$ cat src/rtl/pipe_adder_if.sv
// pipe_adder_if: operation/result handshake bundle for pipe_adder.
//   I_valid/O_ready      : operation handshake (upstream -> adder)
//   I_a, I_b             : operands, WIDTH bits
//   I_cin, I_sub         : carry/borrow-in, add(0)/subtract(1) select
//   O_valid/I_ready      : result handshake (adder -> downstream)
//   O_sum, O_cout, O_ovf : result, carry-out (sub: 1 = no borrow), signed overflow
// master: the side that issues operations and consumes results.
// slave : the adder itself.
interface pipe_adder_if #(
  parameter int WIDTH = 16
);
  logic             I_valid;
  logic             O_ready;
  logic [WIDTH-1:0] I_a;
  logic [WIDTH-1:0] I_b;
  logic             I_cin;
  logic             I_sub;
  logic             O_valid;
  logic             I_ready;
  logic [WIDTH-1:0] O_sum;
  logic             O_cout;
  logic             O_ovf;

  modport master (
    output I_valid, I_a, I_b, I_cin, I_sub, I_ready,
    input  O_ready, O_valid, O_sum, O_cout, O_ovf
  );

  modport slave (
    input  I_valid, I_a, I_b, I_cin, I_sub, I_ready,
    output O_ready, O_valid, O_sum, O_cout, O_ovf
  );
endinterface

$ cat src/rtl/pipe_adder.sv
// pipe_adder: pipelined two's-complement adder/subtractor.
// The WIDTH-bit carry chain is cut into SEG segments of WIDTH/SEG bits; each
// segment is added in its own register stage, so latency is SEG cycles and
// throughput is one operation per cycle. The whole pipeline stalls as a unit
// when the output holds a result that downstream has not taken.
// Ports:
//   I_clk : clock, rising edge
//   I_rst : synchronous reset, active-high (clears valids and output regs)
//   bus   : pipe_adder_if.slave (operation in, result out, valid/ready both sides)
module pipe_adder #(
  parameter int WIDTH = 16,
  parameter int SEG   = 4
) (
  input  logic        I_clk,
  input  logic        I_rst,
  pipe_adder_if.slave bus
);

  localparam int L   = WIDTH / SEG;
  localparam int MSB = WIDTH - 1;

  // One segment of the carry chain: {carry_out, sum} of an L-bit add.
  function automatic logic [L:0] seg_add(input logic [L-1:0] x,
                                         input logic [L-1:0] y,
                                         input logic         c);
    return {1'b0, x} + {1'b0, y} + {{L{1'b0}}, c};
  endfunction

  // Per-stage inputs (w_*[k]) and registered state (r_*_p[k]).
  // r_x_p carries operand A with the already-added segments replaced by their
  // sum bits, so by the last stage it holds the full result. r_y_p carries B'
  // (B possibly inverted) unchanged for the higher segments and the MSB check.
  logic [WIDTH-1:0] w_x  [SEG];
  logic [WIDTH-1:0] w_y  [SEG];
  logic             w_c  [SEG];
  logic             w_v  [SEG];
  logic [L:0]       w_seg[SEG];
  logic [WIDTH-1:0] w_xn [SEG];
  logic             w_adv;

  logic [WIDTH-1:0] r_x_p  [SEG];
  logic [WIDTH-1:0] r_y_p  [SEG];
  logic             r_c_p  [SEG];
  logic             r_vld_p[SEG];
  logic             r_am;

  always_comb begin
    // The pipeline moves as one unit; only a held, untaken result blocks it.
    w_adv = !r_vld_p[SEG-1] || bus.I_ready;

    // Stage 0 input: subtraction folded into B' and the carry-in.
    w_x[0] = bus.I_a;
    w_y[0] = bus.I_sub ? ~bus.I_b : bus.I_b;
    w_c[0] = bus.I_cin ^ bus.I_sub;
    w_v[0] = bus.I_valid && w_adv;

    // Stage k input comes from the stage k-1 registers.
    for (int k = 1; k < SEG; k++) begin
      w_x[k] = r_x_p[k-1];
      w_y[k] = r_y_p[k-1];
      w_c[k] = r_c_p[k-1];
      w_v[k] = r_vld_p[k-1];
    end

    for (int k = 0; k < SEG; k++) begin
      w_seg[k]            = seg_add(w_x[k][k*L +: L], w_y[k][k*L +: L], w_c[k]);
      w_xn[k]             = w_x[k];
      w_xn[k][k*L +: L]   = w_seg[k][L-1:0];
    end
  end

  always_ff @(posedge I_clk) begin
    if (I_rst) begin
      for (int k = 0; k < SEG; k++) begin
        r_vld_p[k] <= 1'b0;
      end
      // Output-stage data is cleared so the result port reads zero after reset.
      r_x_p[SEG-1] <= '0;
      r_y_p[SEG-1] <= '0;
      r_c_p[SEG-1] <= 1'b0;
      r_am         <= 1'b0;
    end else if (w_adv) begin
      for (int k = 0; k < SEG; k++) begin
        r_vld_p[k] <= w_v[k];
        // Data only loads behind a valid op; bubbles leave it untouched.
        if (w_v[k]) begin
          r_x_p[k] <= w_xn[k];
          r_y_p[k] <= w_y[k];
          r_c_p[k] <= w_seg[k][L];
        end
      end
      // A's sign bit is overwritten by the final segment, so keep a copy.
      if (w_v[SEG-1]) begin
        r_am <= w_x[SEG-1][MSB];
      end
    end
  end

  // Output stage: all result bits come from registers.
  assign bus.O_ready = w_adv;
  assign bus.O_valid = r_vld_p[SEG-1];
  assign bus.O_sum   = r_x_p[SEG-1];
  assign bus.O_cout  = r_c_p[SEG-1];
  assign bus.O_ovf   = (r_am == r_y_p[SEG-1][MSB]) && (r_x_p[SEG-1][MSB] != r_am);

endmodule

$ cat src/flat_wrapper.sv
// flat-port wrapper written by rule: the top's interface ports become plain ports
module pipe_adder_flat 
#(
  parameter int WIDTH = 16,
  parameter int SEG   = 4
)
  (I_clk, I_rst, bus_I_valid, bus_I_a, bus_I_b, bus_I_cin, bus_I_sub, bus_I_ready, bus_O_ready, bus_O_valid, bus_O_sum, bus_O_cout, bus_O_ovf);
  pipe_adder_if #(.WIDTH(WIDTH)) bus_i ();
  input  logic I_clk;
  input  logic I_rst;
  input wire logic [$bits(bus_i.I_valid)-1:0] bus_I_valid;
  input wire logic [$bits(bus_i.I_a)-1:0] bus_I_a;
  input wire logic [$bits(bus_i.I_b)-1:0] bus_I_b;
  input wire logic [$bits(bus_i.I_cin)-1:0] bus_I_cin;
  input wire logic [$bits(bus_i.I_sub)-1:0] bus_I_sub;
  input wire logic [$bits(bus_i.I_ready)-1:0] bus_I_ready;
  output wire logic [$bits(bus_i.O_ready)-1:0] bus_O_ready;
  output wire logic [$bits(bus_i.O_valid)-1:0] bus_O_valid;
  output wire logic [$bits(bus_i.O_sum)-1:0] bus_O_sum;
  output wire logic [$bits(bus_i.O_cout)-1:0] bus_O_cout;
  output wire logic [$bits(bus_i.O_ovf)-1:0] bus_O_ovf;
  assign bus_i.I_valid = bus_I_valid;
  assign bus_i.I_a = bus_I_a;
  assign bus_i.I_b = bus_I_b;
  assign bus_i.I_cin = bus_I_cin;
  assign bus_i.I_sub = bus_I_sub;
  assign bus_i.I_ready = bus_I_ready;
  assign bus_O_ready = bus_i.O_ready;
  assign bus_O_valid = bus_i.O_valid;
  assign bus_O_sum = bus_i.O_sum;
  assign bus_O_cout = bus_i.O_cout;
  assign bus_O_ovf = bus_i.O_ovf;
  pipe_adder #(.WIDTH(WIDTH), .SEG(SEG)) u_core (.I_clk(I_clk), .I_rst(I_rst), .bus(bus_i));
endmodule
$ cat config.mk
export PLATFORM = sky130hd
export DESIGN_NAME = pipe_adder_flat
export DESIGN_NICKNAME = d
export VERILOG_FILES = /design/src/rtl/pipe_adder_if.sv /design/src/rtl/pipe_adder.sv /design/src/flat_wrapper.sv
export SDC_FILE = /design/constraint.sdc
export NUM_CORES = 1
export LEC_CHECK = 0
export BUFFER_PORTS_ARGS = -buffer_cell sky130_fd_sc_hd__clkbuf_2
export CAP_MARGIN = 10
export CORE_MARGIN = 2
export CORE_UTILIZATION = 30
export DETAILED_ROUTE_END_ITERATION = 8
export GPL_ROUTABILITY_DRIVEN = 0
export SYNTH_ARGS = -nofsm -noshare
export SYNTH_HDL_FRONTEND = slang
export SYNTH_SLANG_ARGS = --single-unit
$ cat constraint.sdc
create_clock -name I_clk -period 4.1 [get_ports I_clk]
set_clock_uncertainty 0.05 [all_clocks]
set_input_delay 1.23 -clock I_clk [delete_from_list [all_inputs] [get_ports I_clk]]
set_output_delay 1.23 -clock I_clk [all_outputs]
set_load 0.05 [all_outputs]
==> results of run 1 <==
kinds of logic after synthesis:
logic type	count (synthesis)	share of synthesized area, %
buf+inv	43	5.897
flops	98	71.99
fa+ha+maj	20	7.617
compound gates	16	2.518
xor+xnor	23	4.945
simple gates	43	7.033
final timing paths:
kind	start	endpoint	slack, ns	cells after the start
worst min-delay path	u_core.r_x_p[0][11]	u_core.r_x_p[0][27]	0.36	0
worst max register to register	u_core.r_vld_p[0][3]	u_core.r_x_p[0][43]	2.12	3
worst min register to register	u_core.r_x_p[0][11]	u_core.r_x_p[0][27]	0.36	0
worst max-delay path	bus_I_ready	bus_O_ready	0.92	4
metal layers:
layer	up-vias	part of all wire (%)
li1	943	-
met1	845	47
met2	57	45
met3	6	5.7
met4	0	1.6
met5	-	0
critical path, cell delays in order:
cell	delay, ns
clkbuf_2	0.11
nor2b_4	0.05
inv_2	0.19
clkbuf_2	0.32
layout make-up:
type / count / area share (%)
Tap cell: 176 / 4.629
Timing Repair Buffer: 59 / 6.312
Clock inverter: 7 / 1.920
Sequential cell: 98 / 61.65
Clock buffer: 9 / 4.734
Inverter: 23 / 1.815
Multi-Input combinational cell: 102 / 18.94
power by group:
part / internal, µW / leakage [µW] / switching, µW
Combinational: 61.9 / 0.000803 / 110
Sequential: 1160 / 0.000936 / 13.3
Clock: 533 / 0.000157 / 337
Total: 1750 / 0.00190 / 460
metrics by stage:
stage	instance area, µm²	worst slack (ns)	hold slack, ns	std cells
2_1_floorplan	4074	1.095	0.3503	243
3_3_place_gp	4441	0.9167	0.3539	458
3_5_place_dp	4441	0.8887	0.3545	458
4_1_cts	4757	0.9106	0.3633	474
5_1_grt	4757	0.8694	0.3627	474
6_report	4757	0.9198	0.3614	474
cells in the final DEF, fill, tap and decap left out, drive strengths merged, types with 3 or more instances in the layout:
cell	instances
nand2	4
inv	24
nor2	4
and2	6
o21ai	5
fa	8
a21o	4
ha	12
clkinv	4
edfxtp	97
clkbuf	66
xnor2	6
nor2b	7
a21oi	5
xor2	17
nand3b	3
nand2b	3
and3	13
state kept, by name, summed over array words and instances (netlist names):
signal	cells
u_core.r_am	1
u_core.r_c_p	4
u_core.r_vld_p	4
u_core.r_x_p	64
u_core.r_y_p	25
==> flow_metrics.py, run 1 <==
metrics = {
    "drt": {
        "drt-wirelength-per-cell_um": 11.70,
        "route.antenna.remaining_nets": 0,
        "drt-vias-per-instance": 3.905,
        "dr.first_iter.drc_count": 129,
        "drt_total_wl_um": 5544,
        "route.vias.total": 1851,
        "drt_first_pass_iters": 4,
        "drcViolationCount": 0,
    },
    "logic_synthesis": {
        "yosys_warnings": 0,
        "ys_types": 27,
        "synth.most_common_cell": "edfxtp_1",
        "netlist_area_um2": 4074,
        "avgSynthCellArea_um2": 16.77,
        "ys_seq_area_share_pct": 71.99,
        "synth.cells.most_frequent": "edfxtp_1, inv_1, buf_4",
        "number_of_enable_flip_flop_cells_after_synthesis": 97,
        "synth.top_cells.by_area": "edfxtp_1, fa_1, ha_1, xor2_1, buf_4",
        "synth_seq_cells": 98,
        "dominantRegCellSynth": "edfxtp_1",
        "synth.net_count": 301,
        "synth-async-reset-ratio_pct": 0,
        "synth_area_leader_cell": "edfxtp_1",
        "synthesis.instances": 243,
        "synth_largest_type_area_fraction_pct": 71.50,
    },
    "pwr": {
        "total_leakage_power_uw": 0.001896,
        "power_density_nw_per_um2": 465.0,
        "power_after_layout_uw": 2212,
        "max_ir_drop_vdd_v": 0.0002244,
    },
    "finish": {
        "insertedDiodeCount": 0,
        "seq_area_um2": 2933,
        "fin_util_pct": 35.92,
        "synthToLayoutAreaGrowth_pct": 16.77,
        "multi_input_comb_area_um2": 900.9,
        "layout-drive-gt1-share_pct": 27.52,
        "finalNetCount": 351,
        "nFillCells": 1291,
    },
    "global_routing": {
        "global_route_met2_utilization_pct": 12.43,
        "grt_use_total_pct": 8.490,
        "grt_pass1_vias": 1848,
        "pin_count_of_the_biggest_net_entering_global_routing": 30,
        "gr-total-overflow": 0,
        "globalRouteMet1Util_pct": 11.38,
        "grt_antenna_before_repair": 0,
        "busiest_layer": "met2",
        "met3_usage_pct": 2.877,
        "grt_pass1_wl_um": 9308,
    },
    "placement": {
        "place.port_buffers": 57,
        "hpwl_um": 4149,
    },
    "timing": {
        "report.final.hold_viol_count": 0,
        "slew_viols_final": 0,
        "rsz0062_at_grt": "no",
        "final_min_period_over_clock_period_pct": 77.57,
        "setup_total_negative_slack_ns": 0,
        "timing.fmax_mhz": 314.4,
        "worst_slew_margin_rel_pct": 43.54,
        "transition_time_at_the_pin_with_the_least_slew_margin_ns": 0.8468,
        "setup-violations-final": 0,
        "finalWorstPathRequiredPeriod_ns": 3.180,
    },
    "die": {
        "die_height_um": 120.5,
        "fp.coreArea_um2": 13240,
        "io-pin-count": 58,
        "dieWidth_um": 120.5,
        "rows": 42,
        "start_util_pct": 30.76,
        "design.die.area_um2": 14530,
    },
    "cts": {
        "post_cts_buffers": 0,
        "clock_path_buffers": 2,
        "postCtsResizedCells": 0,
        "cts_buffer_count": 9,
        "h-tree-depth": 3,
        "cts_hold_repair.buffers": 0,
        "cts.clk_slew.worst_paths_ns": 0.06,
        "clock_latency_ns": 0.33,
        "cts_sinks": 98,
        "cts.root.buffer_cell": "clkbuf_16",
        "tritoncts_clock_tree": "built",
    },
    "hold_path": {
        "hold_class": "register to register",
    },
    "setup_path": {
        "cp_data_arrival_time_ns": 1.90,
        "start_kind": "primary input",
        "worst-endpoint-required_ns": 2.82,
        "worst_setup_path_end_kind": "output port",
        "critical_path_class": "primary input to output port",
        "path_max_fanout": 17,
    },
    "flow_run": {
        "max_cap_violations": 0,
    },
    "status": {
        "run_status": "finished, final reports clean",
    },
}
Note: power is estimated with default switching activity, not from simulation.
==> run 2, diff against run 1 <==
clock period = 2.97 ns   (was 4.1 ns; I/O delays follow)
==> flow_metrics.py, run 2 (same netlist as run 1, synthesis figures left out) <==
metrics = {
    "cts": {
        "clock_latency_ns": 0.33,
        "postCtsResizedCells": 0,
        "clock_path_buffers": 2,
        "cts_hold_repair.buffers": 0,
        "tritoncts_clock_tree": "built",
        "post_cts_buffers": 0,
        "cts.clk_slew.worst_paths_ns": 0.07,
        "cts_buffer_count": 9,
        "h-tree-depth": 3,
        "cts.root.buffer_cell": "clkbuf_16",
        "cts_sinks": 98,
    },
    "timing": {
        "setup_total_negative_slack_ns": 0,
        "setup-violations-final": 0,
        "rsz0062_at_grt": "no",
        "worst_slew_margin_rel_pct": 54.84,
        "report.final.hold_viol_count": 0,
        "slew_viols_final": 0,
        "timing.fmax_mhz": 399.6,
        "final_min_period_over_clock_period_pct": 84.26,
        "finalWorstPathRequiredPeriod_ns": 2.502,
        "transition_time_at_the_pin_with_the_least_slew_margin_ns": 0.6775,
    },
    "pwr": {
        "power_density_nw_per_um2": 651.0,
        "total_leakage_power_uw": 0.001914,
        "max_ir_drop_vdd_v": 0.0002735,
        "power_after_layout_uw": 3121,
    },
    "hold_path": {
        "worstHoldEndpoint": "u_core.r_x_p[0][31]",
        "timing.hold.worst_path_depth": 0,
        "hold_class": "register to register",
        "source_of_the_worst_hold_timing_path": "u_core.r_x_p[0][15]",
    },
    "setup_path": {
        "crit_path_frequent_cell": "clkbuf_2",
        "cp_data_arrival_time_ns": 1.56,
        "worst-endpoint-required_ns": 2.03,
        "critical_path_class": "primary input to output port",
        "start_kind": "primary input",
        "regToRegStartpoint": "u_core.r_y_p[0][44]",
        "critical_path.max_stage_delay_ns": 0.33,
        "r2r_slack_ns": 1.10,
        "worst_setup_path_end_kind": "output port",
        "worst_setup_path_startpoint": "bus_I_ready",
        "worstPathCellList": "clkbuf_2 -> nor2b_4 -> inv_2 -> clkbuf_2",
        "rr_endpoint": "u_core.r_c_p[0][3]",
        "path_max_fanout": 17,
        "critical_path.slowest_cell": "clkbuf_2",
        "r2r_cells": 6,
    },
    "drt": {
        "drt_first_pass_iters": 4,
        "route.vias.total": 1821,
        "drt-wirelength-per-cell_um": 11.61,
        "drt-vias-per-instance": 3.826,
        "dr.first_iter.drc_count": 116,
        "drcViolationCount": 0,
        "route.antenna.remaining_nets": 0,
        "drt_total_wl_um": 5527,
    },
    "die": {
        "design.die.area_um2": 14530,
        "die_height_um": 120.5,
        "rows": 42,
        "io-pin-count": 58,
        "fp.coreArea_um2": 13240,
        "dieWidth_um": 120.5,
        "start_util_pct": 30.76,
    },
    "global_routing": {
        "gr-total-overflow": 0,
        "grt_antenna_before_repair": 0,
        "grt_pass1_vias": 1916,
        "grt_pass1_wl_um": 9073,
        "pin_count_of_the_biggest_net_entering_global_routing": 30,
        "grt_use_total_pct": 8.350,
    },
    "finish": {
        "regMostFlops": "u_core.r_x_p",
        "layout-drive-gt1-share_pct": 27.67,
        "synthToLayoutAreaGrowth_pct": 17.69,
        "largest_register_ff_count": 64,
        "finalNetCount": 354,
        "final_common_cell": "edfxtp_1",
        "layout.cells.most_common_list": "edfxtp_1, clkbuf_2, inv_1",
        "largest_registers": "u_core.r_x_p (64), u_core.r_y_p (25)",
        "insertedDiodeCount": 0,
    },
    "placement": {
        "hpwl_um": 4130,
        "place.port_buffers": 57,
    },
    "status": {
        "run_status": "finished, final reports clean",
    },
    "flow_run": {
        "max_cap_violations": 0,
    },
}
## run 2: cell count changes in the layout (fill, tap and decap cells not counted)
cell,change
buf_4,+3
clkinv_2,-2
bufinv_16,+1
clkinv_1,+1
inv_6,-1
## run 2: worst max-delay path: cells and delay by family
family	cells	cell delay, ns
buffers and inverters	3	0.62
and+or+nand+nor	1	0.05
## run 2: final cells by class
| cell class | instances | area, µm² |
|---|---|---|
| inverter | 23 | 86.33 |
| multi-input combinational | 102 | 900.9 |
| fill | 1275 | 8448 |
| tap | 176 | 220.2 |
| clock inverter | 6 | 106.4 |
| clock buffer | 9 | 225.2 |
| timing repair buffer | 62 | 322.8 |
| sequential | 98 | 2933 |
## run 2: report_power, final
group          switching (µW)  internal (µW)  leakage, µW  total, µW
combinational             153           88.6     0.000818        241
sequential               17.4           1600     0.000936       1610
clock                     452            813     0.000161       1260
## run 2: routing by layer
metal | routed length [µm] | track usage (%) | vias up
met4 | 94 | 4.142 | 0
li1 | - | - | 946
met2 | 2475 | 12.36 | 51
met5 | 0 | 0 | -
met1 | 2676 | 10.77 | 816
met3 | 280 | 3.113 | 8
## run 2: worst max path at each step
stage          cells past startpoint  slack, ns                 end
2_1_floorplan                      8       0.30  u_core.r_c_p[0][0]
3_3_place_gp                       7       0.42  u_core.r_c_p[0][0]
3_5_place_dp                       7       0.34  u_core.r_c_p[0][0]
4_1_cts                            4       0.45         bus_O_ready
5_1_grt                            4       0.43         bus_O_ready
6_report                           4       0.47         bus_O_ready
## run 2: through the flow
stage               worst slack (ns)  cell area [µm²]  utilization (%)  hold WS (ns)  cells
floorplan                     0.3044             4074                -        0.3503    243
global placement              0.4185             4463            33.70        0.3559    461
detailed placement            0.3397             4463            33.70        0.3545    461
CTS                           0.4526             4795            36.21        0.3691    476
global route                  0.4302             4795            36.21        0.3756    476
finish                        0.4676             4795            36.21        0.3652    476
